===== src/rtl/pc_sequencer_pkg.sv =====
// Shared encodings and default addresses for the program-counter sequencer.
// The fetch unit also uses these when it checks targets of its own.
package pc_sequencer_pkg;

    typedef enum logic [1:0] {
        SEL_SEQ = 2'd0,
        SEL_BEQ = 2'd1,
        SEL_JAL = 2'd2,
        SEL_JR  = 2'd3
    } npc_sel_e;

    typedef enum logic {
        ST_SEQ  = 1'b0,
        ST_SLOT = 1'b1
    } seq_state_e;

    localparam logic [31:0] DEF_RESET_PC   = 32'h0000_3000;
    localparam logic [31:0] DEF_EXC_PC     = 32'h0000_4180;
    localparam logic [31:0] DEF_IMEM_BASE  = 32'h0000_3000;
    localparam int unsigned DEF_IMEM_WORDS = 32'd4096;

endpackage


===== src/rtl/pc_sequencer_if.sv =====
// Request/target bundle between decode (master) and the PC sequencer (slave).
// The fetch-side PC outputs travel back in the same bundle.
interface pc_sequencer_if;

    logic        stall_in;
    logic        beq_req_in;
    logic [31:0] beq_target_in;
    logic        jal_req_in;
    logic [31:0] jal_target_in;
    logic        jr_req_in;
    logic [31:0] jr_target_in;
    logic        eret_req_in;
    logic [31:0] epc_in;
    logic [31:0] pc_out;
    logic [31:0] pc_plus4_out;
    logic [1:0]  npc_sel_out;
    logic        in_delay_slot_out;
    logic        exc_out;
    logic [31:0] fault_addr_out;
    logic        proto_err_out;

    modport master (
        output stall_in, beq_req_in, beq_target_in, jal_req_in, jal_target_in,
               jr_req_in, jr_target_in, eret_req_in, epc_in,
        input  pc_out, pc_plus4_out, npc_sel_out, in_delay_slot_out, exc_out,
               fault_addr_out, proto_err_out
    );

    modport slave (
        input  stall_in, beq_req_in, beq_target_in, jal_req_in, jal_target_in,
               jr_req_in, jr_target_in, eret_req_in, epc_in,
        output pc_out, pc_plus4_out, npc_sel_out, in_delay_slot_out, exc_out,
               fault_addr_out, proto_err_out
    );

endinterface


===== src/rtl/pc_sequencer_target_check.sv =====
// Fetch-target legality: word aligned and inside the instruction memory window.
// The compare is done at 33 bits so a window ending at the top of the map cannot wrap.
module pc_sequencer_target_check
    import pc_sequencer_pkg::*;
#(
    parameter logic [31:0] IMEM_BASE  = DEF_IMEM_BASE,
    parameter int unsigned IMEM_WORDS = DEF_IMEM_WORDS
) (
    input  logic [31:0] target,
    output logic        legal
);

    localparam logic [32:0] LOW_BOUND  = {1'b0, IMEM_BASE};
    localparam logic [32:0] HIGH_BOUND = LOW_BOUND + (33'(IMEM_WORDS) << 2);

    logic [32:0] target_wide_s;

    assign target_wide_s = {1'b0, target};
    assign legal = (target[1:0] == 2'b00) &&
                   (target_wide_s >= LOW_BOUND) &&
                   (target_wide_s <  HIGH_BOUND);

endmodule


===== src/rtl/pc_sequencer.sv =====
// Registered program counter with MIPS single delay slot, jr > jal > beq arbitration
// and eret override; illegal redirect targets vector to the exception handler.
module pc_sequencer
    import pc_sequencer_pkg::*;
#(
    parameter logic [31:0] RESET_PC   = DEF_RESET_PC,
    parameter logic [31:0] EXC_PC     = DEF_EXC_PC,
    parameter logic [31:0] IMEM_BASE  = DEF_IMEM_BASE,
    parameter int unsigned IMEM_WORDS = DEF_IMEM_WORDS
) (
    input logic           clk,
    input logic           reset,
    pc_sequencer_if.slave bus
);

    seq_state_e  state_r;
    logic [31:0] pc_r;
    logic [31:0] target_r;
    logic [31:0] fault_addr_r;
    logic        proto_err_r;
    logic [31:0] redirect_target_s;
    npc_sel_e    sel_s;
    logic        target_ok_s;
    logic        any_req_s;
    logic        exc_s;

    assign any_req_s = bus.beq_req_in | bus.jal_req_in | bus.jr_req_in | bus.eret_req_in;

    pc_sequencer_target_check #(
        .IMEM_BASE  (IMEM_BASE),
        .IMEM_WORDS (IMEM_WORDS)
    ) u_target_check (
        .target (target_r),
        .legal  (target_ok_s)
    );

    // Pick the delayed-redirect winner; eret and the slot cycle select nothing.
    always_comb begin
        sel_s             = SEL_SEQ;
        redirect_target_s = 32'd0;
        if ((state_r == ST_SEQ) && !bus.eret_req_in) begin
            if (bus.jr_req_in) begin
                sel_s             = SEL_JR;
                redirect_target_s = bus.jr_target_in;
            end else if (bus.jal_req_in) begin
                sel_s             = SEL_JAL;
                redirect_target_s = bus.jal_target_in;
            end else if (bus.beq_req_in) begin
                sel_s             = SEL_BEQ;
                redirect_target_s = bus.beq_target_in;
            end else begin
                sel_s             = SEL_SEQ;
                redirect_target_s = 32'd0;
            end
        end else begin
            sel_s             = SEL_SEQ;
            redirect_target_s = 32'd0;
        end
    end

    // Fault pulse marks the slot cycle whose edge vectors to the handler.
    always_comb begin
        exc_s = 1'b0;
        if ((state_r == ST_SLOT) && !target_ok_s && !bus.stall_in) begin
            exc_s = 1'b1;
        end else begin
            exc_s = 1'b0;
        end
    end

    // PC / delay-slot state machine; a stall freezes every register.
    always_ff @(posedge clk or posedge reset) begin
        if (reset) begin
            state_r      <= ST_SEQ;
            pc_r         <= RESET_PC;
            target_r     <= 32'd0;
            fault_addr_r <= 32'd0;
            proto_err_r  <= 1'b0;
        end else if (!bus.stall_in) begin
            case (state_r)
                ST_SEQ: begin
                    if (bus.eret_req_in) begin
                        pc_r <= bus.epc_in;
                    end else if (sel_s != SEL_SEQ) begin
                        pc_r     <= pc_r + 32'd4;
                        target_r <= redirect_target_s;
                        state_r  <= ST_SLOT;
                    end else begin
                        pc_r <= pc_r + 32'd4;
                    end
                end
                ST_SLOT: begin
                    // A request here would be a branch in a delay slot: flag it, ignore it.
                    if (any_req_s) begin
                        proto_err_r <= 1'b1;
                    end
                    if (target_ok_s) begin
                        pc_r <= target_r;
                    end else begin
                        pc_r         <= EXC_PC;
                        fault_addr_r <= target_r;
                    end
                    state_r <= ST_SEQ;
                end
                default: begin
                    state_r <= ST_SEQ;
                end
            endcase
        end
    end

    assign bus.pc_out            = pc_r;
    assign bus.pc_plus4_out      = pc_r + 32'd4;
    assign bus.npc_sel_out       = sel_s;
    assign bus.in_delay_slot_out = (state_r == ST_SLOT);
    assign bus.exc_out           = exc_s;
    assign bus.fault_addr_out    = fault_addr_r;
    assign bus.proto_err_out     = proto_err_r;

endmodule


===== src/flat_wrapper.sv =====
// flat-port wrapper written by rule: the top's interface ports become plain ports
module pc_sequencer_flat import pc_sequencer_pkg::*;
#(
    parameter logic [31:0] RESET_PC   = DEF_RESET_PC,
    parameter logic [31:0] EXC_PC     = DEF_EXC_PC,
    parameter logic [31:0] IMEM_BASE  = DEF_IMEM_BASE,
    parameter int unsigned IMEM_WORDS = DEF_IMEM_WORDS
)
  (clk, reset, bus_stall_in, bus_beq_req_in, bus_beq_target_in, bus_jal_req_in, bus_jal_target_in, bus_jr_req_in, bus_jr_target_in, bus_eret_req_in, bus_epc_in, bus_pc_out, bus_pc_plus4_out, bus_npc_sel_out, bus_in_delay_slot_out, bus_exc_out, bus_fault_addr_out, bus_proto_err_out);
  pc_sequencer_if bus_i ();
  input logic clk;
  input logic reset;
  input wire logic [$bits(bus_i.stall_in)-1:0] bus_stall_in;
  input wire logic [$bits(bus_i.beq_req_in)-1:0] bus_beq_req_in;
  input wire logic [$bits(bus_i.beq_target_in)-1:0] bus_beq_target_in;
  input wire logic [$bits(bus_i.jal_req_in)-1:0] bus_jal_req_in;
  input wire logic [$bits(bus_i.jal_target_in)-1:0] bus_jal_target_in;
  input wire logic [$bits(bus_i.jr_req_in)-1:0] bus_jr_req_in;
  input wire logic [$bits(bus_i.jr_target_in)-1:0] bus_jr_target_in;
  input wire logic [$bits(bus_i.eret_req_in)-1:0] bus_eret_req_in;
  input wire logic [$bits(bus_i.epc_in)-1:0] bus_epc_in;
  output wire logic [$bits(bus_i.pc_out)-1:0] bus_pc_out;
  output wire logic [$bits(bus_i.pc_plus4_out)-1:0] bus_pc_plus4_out;
  output wire logic [$bits(bus_i.npc_sel_out)-1:0] bus_npc_sel_out;
  output wire logic [$bits(bus_i.in_delay_slot_out)-1:0] bus_in_delay_slot_out;
  output wire logic [$bits(bus_i.exc_out)-1:0] bus_exc_out;
  output wire logic [$bits(bus_i.fault_addr_out)-1:0] bus_fault_addr_out;
  output wire logic [$bits(bus_i.proto_err_out)-1:0] bus_proto_err_out;
  assign bus_i.stall_in = bus_stall_in;
  assign bus_i.beq_req_in = bus_beq_req_in;
  assign bus_i.beq_target_in = bus_beq_target_in;
  assign bus_i.jal_req_in = bus_jal_req_in;
  assign bus_i.jal_target_in = bus_jal_target_in;
  assign bus_i.jr_req_in = bus_jr_req_in;
  assign bus_i.jr_target_in = bus_jr_target_in;
  assign bus_i.eret_req_in = bus_eret_req_in;
  assign bus_i.epc_in = bus_epc_in;
  assign bus_pc_out = bus_i.pc_out;
  assign bus_pc_plus4_out = bus_i.pc_plus4_out;
  assign bus_npc_sel_out = bus_i.npc_sel_out;
  assign bus_in_delay_slot_out = bus_i.in_delay_slot_out;
  assign bus_exc_out = bus_i.exc_out;
  assign bus_fault_addr_out = bus_i.fault_addr_out;
  assign bus_proto_err_out = bus_i.proto_err_out;
  pc_sequencer #(.RESET_PC(RESET_PC), .EXC_PC(EXC_PC), .IMEM_BASE(IMEM_BASE), .IMEM_WORDS(IMEM_WORDS)) u_core (.clk(clk), .reset(reset), .bus(bus_i));
endmodule

===== config.mk =====
export PLATFORM = sky130hd
export DESIGN_NAME = pc_sequencer_flat
export DESIGN_NICKNAME = d
export VERILOG_FILES = /design/src/rtl/pc_sequencer_pkg.sv /design/src/rtl/pc_sequencer_if.sv /design/src/rtl/pc_sequencer_target_check.sv /design/src/rtl/pc_sequencer.sv /design/src/flat_wrapper.sv
export SDC_FILE = /design/constraint.sdc
export NUM_CORES = 1
export LEC_CHECK = 0
export BUFFER_PORTS_ARGS = -buffer_cell sky130_fd_sc_hd__buf_2
export CAP_MARGIN = 30
export CORE_ASPECT_RATIO = 1.75
export CORE_MARGIN = 2
export CORE_UTILIZATION = 48
export CTS_CLUSTER_SIZE = 10
export DETAILED_ROUTE_END_ITERATION = 10
export PLACE_DENSITY = 0.8
export SYNTH_ARGS = -nofsm -noshare
export SYNTH_HDL_FRONTEND = slang
export SYNTH_SLANG_ARGS = --single-unit

===== constraint.sdc =====
create_clock -name clk -period 2.95 [get_ports clk]
set_input_delay 0.1475 -clock clk [delete_from_list [all_inputs] [get_ports clk]]
set_output_delay 0.1475 -clock clk [all_outputs]
set_load 0.01 [all_outputs]

==> flow_metrics.tcl <==
set metrics [dict create \
    status "complete, no violations" \
    r2r-end "u_core.bus.fault_addr_out[25]$_DFFE_PP0P_" \
    n_antenna_cell 0 \
    grt_max_degree 66 \
    rr_startpoint "u_core.target_r[23]$_DFFE_PP0P_" \
    root_buffer "clkbuf_16" \
    finalWirelength_um 16890 \
    synth_top_area_share_pct 43.00 \
    holdPathStages 3 \
    clk_pin_slew_ns 0.08 \
    synth-async-reset-ratio_pct 100.0 \
    clock_skew_ns 0.007722 \
    port_buffers 235 \
    cts_buffer_depth 2 \
    drc 0 \
    wl_per_cell_um 17.45 \
    ys_types 57 \
    multi_input_area_mm2 0.002873 \
    synth_seq_area_share_pct 43.94 \
    ir_drop_mv 0.3386 \
    numCtsBuffers 9 \
    start_util_pct 48.79 \
    hold_viol_final 0 \
    drt_pass1_iterations 5 \
    final_common_cell "buf_2" \
    tightest_slew_ns 0.7546 \
    end_kind "output pin" \
    mostFrequentLayoutCells "buf_2, dfrtp_1, nand2_1" \
    synth.area.top_cells "dfrtp_1, mux2_1, nand2_1, o21ai_0, a22oi_1" \
    hold_buffers 1 \
    yosysTopAreaCell "dfrtp_1" \
    die-area_mm2 0.01255 \
    period_needed_ns 2.720 \
    drive_gt1_share_pct 34.69 \
    ff2ff_path_depth 6 \
    ys_seq_elements 98 \
    antenna_found_initial 0 \
    power_density_mw_per_mm2 620.3 \
    drt_iter0_drc 217 \
    syn_area_per_cell_um2 9.025 \
    cts_num_sinks 98 \
    detail-route-antenna-nets 0 \
    area_growth_pct 28.53 \
    ios 236 \
    syn_inst 619 \
    gp_congestion 0.9469 \
    syn_nets 755 \
    p_leak_nw 3.527 \
    drv_cap 0 \
    gr-usage-all-layers_pct 26.75 \
    num_rows 52 \
    worst_setup_path_start_kind "flip-flop" \
    worstPathRequired_ns 2.80 \
    grt_pass1_wl_um 26470 \
    slew-limit-headroom_pct 49.69 \
    die_x_um 85.55 \
    dieHeight_um 146.7 \
    critPathKind "flip-flop to output pin" \
    drv_slew 0 \
    ys_warn_count 0 \
    cp_max_fo 7 \
    regArea_mm2 0.002455 \
    num-fill-cells 1023 \
    synth-edff-count 0 \
    synth_area_mm2 0.005587 \
    fin_util_pct 62.71 \
    core-area_mm2 0.01145 \
    fin_setup_tns_ns 0 \
    htreeDepth 3 \
    grt_pass1_vias 5327 \
    finalSetupViolCount 0 \
    cts_setup_buffers 0 \
    hpwlAfterDp_um 12990 \
    hold_path_end "u_core.bus.pc_out[24]$_DFFE_PP0N_" \
    viasPerCell 5.718 \
    vias 5535 \
    finish.net_count 964 \
    grt_remaining_overflow 0 \
    max_freq_ghz 0.3676 \
    worstHoldStart "bus_epc_in[24]" \
    clock_latency_ns 0.34 \
    ys.flop_type "dfrtp_1" \
    r2r_setup_slack_ns 0.53 \
    holdCritPathClass "primary input to flip-flop" \
    cts-resized-gates 0 \
    cts_tree "yes" \
    timing.final.crit_share_pct 92.21 \
    cp.arrival_ns 2.57 \
    rsz0062_at_grt "false" \
]
==> cell usage after synthesis (10+ instances only) <==
cell / n
inv_1: 11
o21ai_0: 55
nand2_1: 74
clkbuf_1: 38
a31oi_1: 10
mux2_1: 28
a22oi_1: 33
xnor2_1: 20
nor2_1: 58
a21oi_1: 45
dfrtp_1: 96
nand3_1: 21
==> registers in the layout, indices dropped and copies added (netlist names) <==
signal	flops
u_core.bus.proto_err_out	1
u_core.bus.fault_addr_out	32
u_core.bus.pc_out	32
u_core.bus.in_delay_slot_out	1
u_core.target_r	32
==> worst max-delay path: stages (launching register included) <==
cell	delay (ns)
dfrtp_1	0.44
ha_1	0.24
nand3_2	0.21
nor4_4	0.55
nand2_2	0.11
or3_1	0.41
xnor2_1	0.13
buf_2	0.14
==> area by class of cell <==
cell class	count	area share, %
inverter	11	0.6099
multi-input combinational	457	40.01
tap	135	2.352
sequential	98	34.19
clock inverter	6	0.8015
clock buffer	10	3.328
timing repair buffer	251	18.71
==> worst max-delay path by stage <==
stage	cells past startpoint	endpoint	start	slack [ns]
3_3_place_gp	6	u_core.bus.fault_addr_out[25]$_DFFE_PP0P_	u_core.target_r[23]$_DFFE_PP0P_	0.50
6_report	7	bus_pc_plus4_out[24]	u_core.bus.pc_out[2]$_DFFE_PP0N_	0.23
3_5_place_dp	6	u_core.bus.fault_addr_out[25]$_DFFE_PP0P_	u_core.target_r[23]$_DFFE_PP0P_	0.46
2_1_floorplan	1	u_core.bus.fault_addr_out[0]$_DFFE_PP0P_	reset	0.24
4_1_cts	7	bus_pc_plus4_out[24]	u_core.bus.pc_out[2]$_DFFE_PP0N_	0.23
5_1_grt	7	bus_pc_plus4_out[24]	u_core.bus.pc_out[2]$_DFFE_PP0N_	0.11
==> cell families after synthesis <==
kind of cell / count (synthesis) / synth area share [%]
AOI/OAI and AO/OA: 185 / 21.12
DFF: 98 / 43.94
xor gates and xnor gates: 29 / 4.547
and+or+nand+nor: 209 / 18.48
muxes: 33 / 6.629
buffers and inverters: 64 / 5.062
adders and majority gates: 1 / 0.2239
==> metrics by stage <==
stage	hold slack [ns]	area [µm²]	power [mW]	worst slack, ns	std cells
6_report	0.01078	7181	4.454	0.2298	968
5_1_grt	0.02416	7181	4.703	0.1051	968
4_1_cts	0.003873	7181	4.502	0.2348	968
3_5_place_dp	0.3143	6874	3.322	0.4561	951
3_3_place_gp	0.3168	6859	3.290	0.5028	950
2_1_floorplan	0.2632	5587	2.690	0.2437	619
==> where the power goes <==
group | switching (mW) | internal [mW]
clock network | 0.553 | 0.617
registers | 0.313 | 1.68
logic | 0.698 | 0.598
==> per-layer routing <==
layer / wire, µm / global-route usage (%) / vias up / share of wire (%)
met5: 0 / 0 / - / 0
met4: 541 / 10.48 / 0 / 3.2
met3: 1355 / 5.225 / 53 / 8.0
met2: 8886 / 47.66 / 291 / 53
met1: 6104 / 31.10 / 2526 / 36
li1: - / - / 2665 / -
Note: power is estimated with default switching activity, not from simulation.
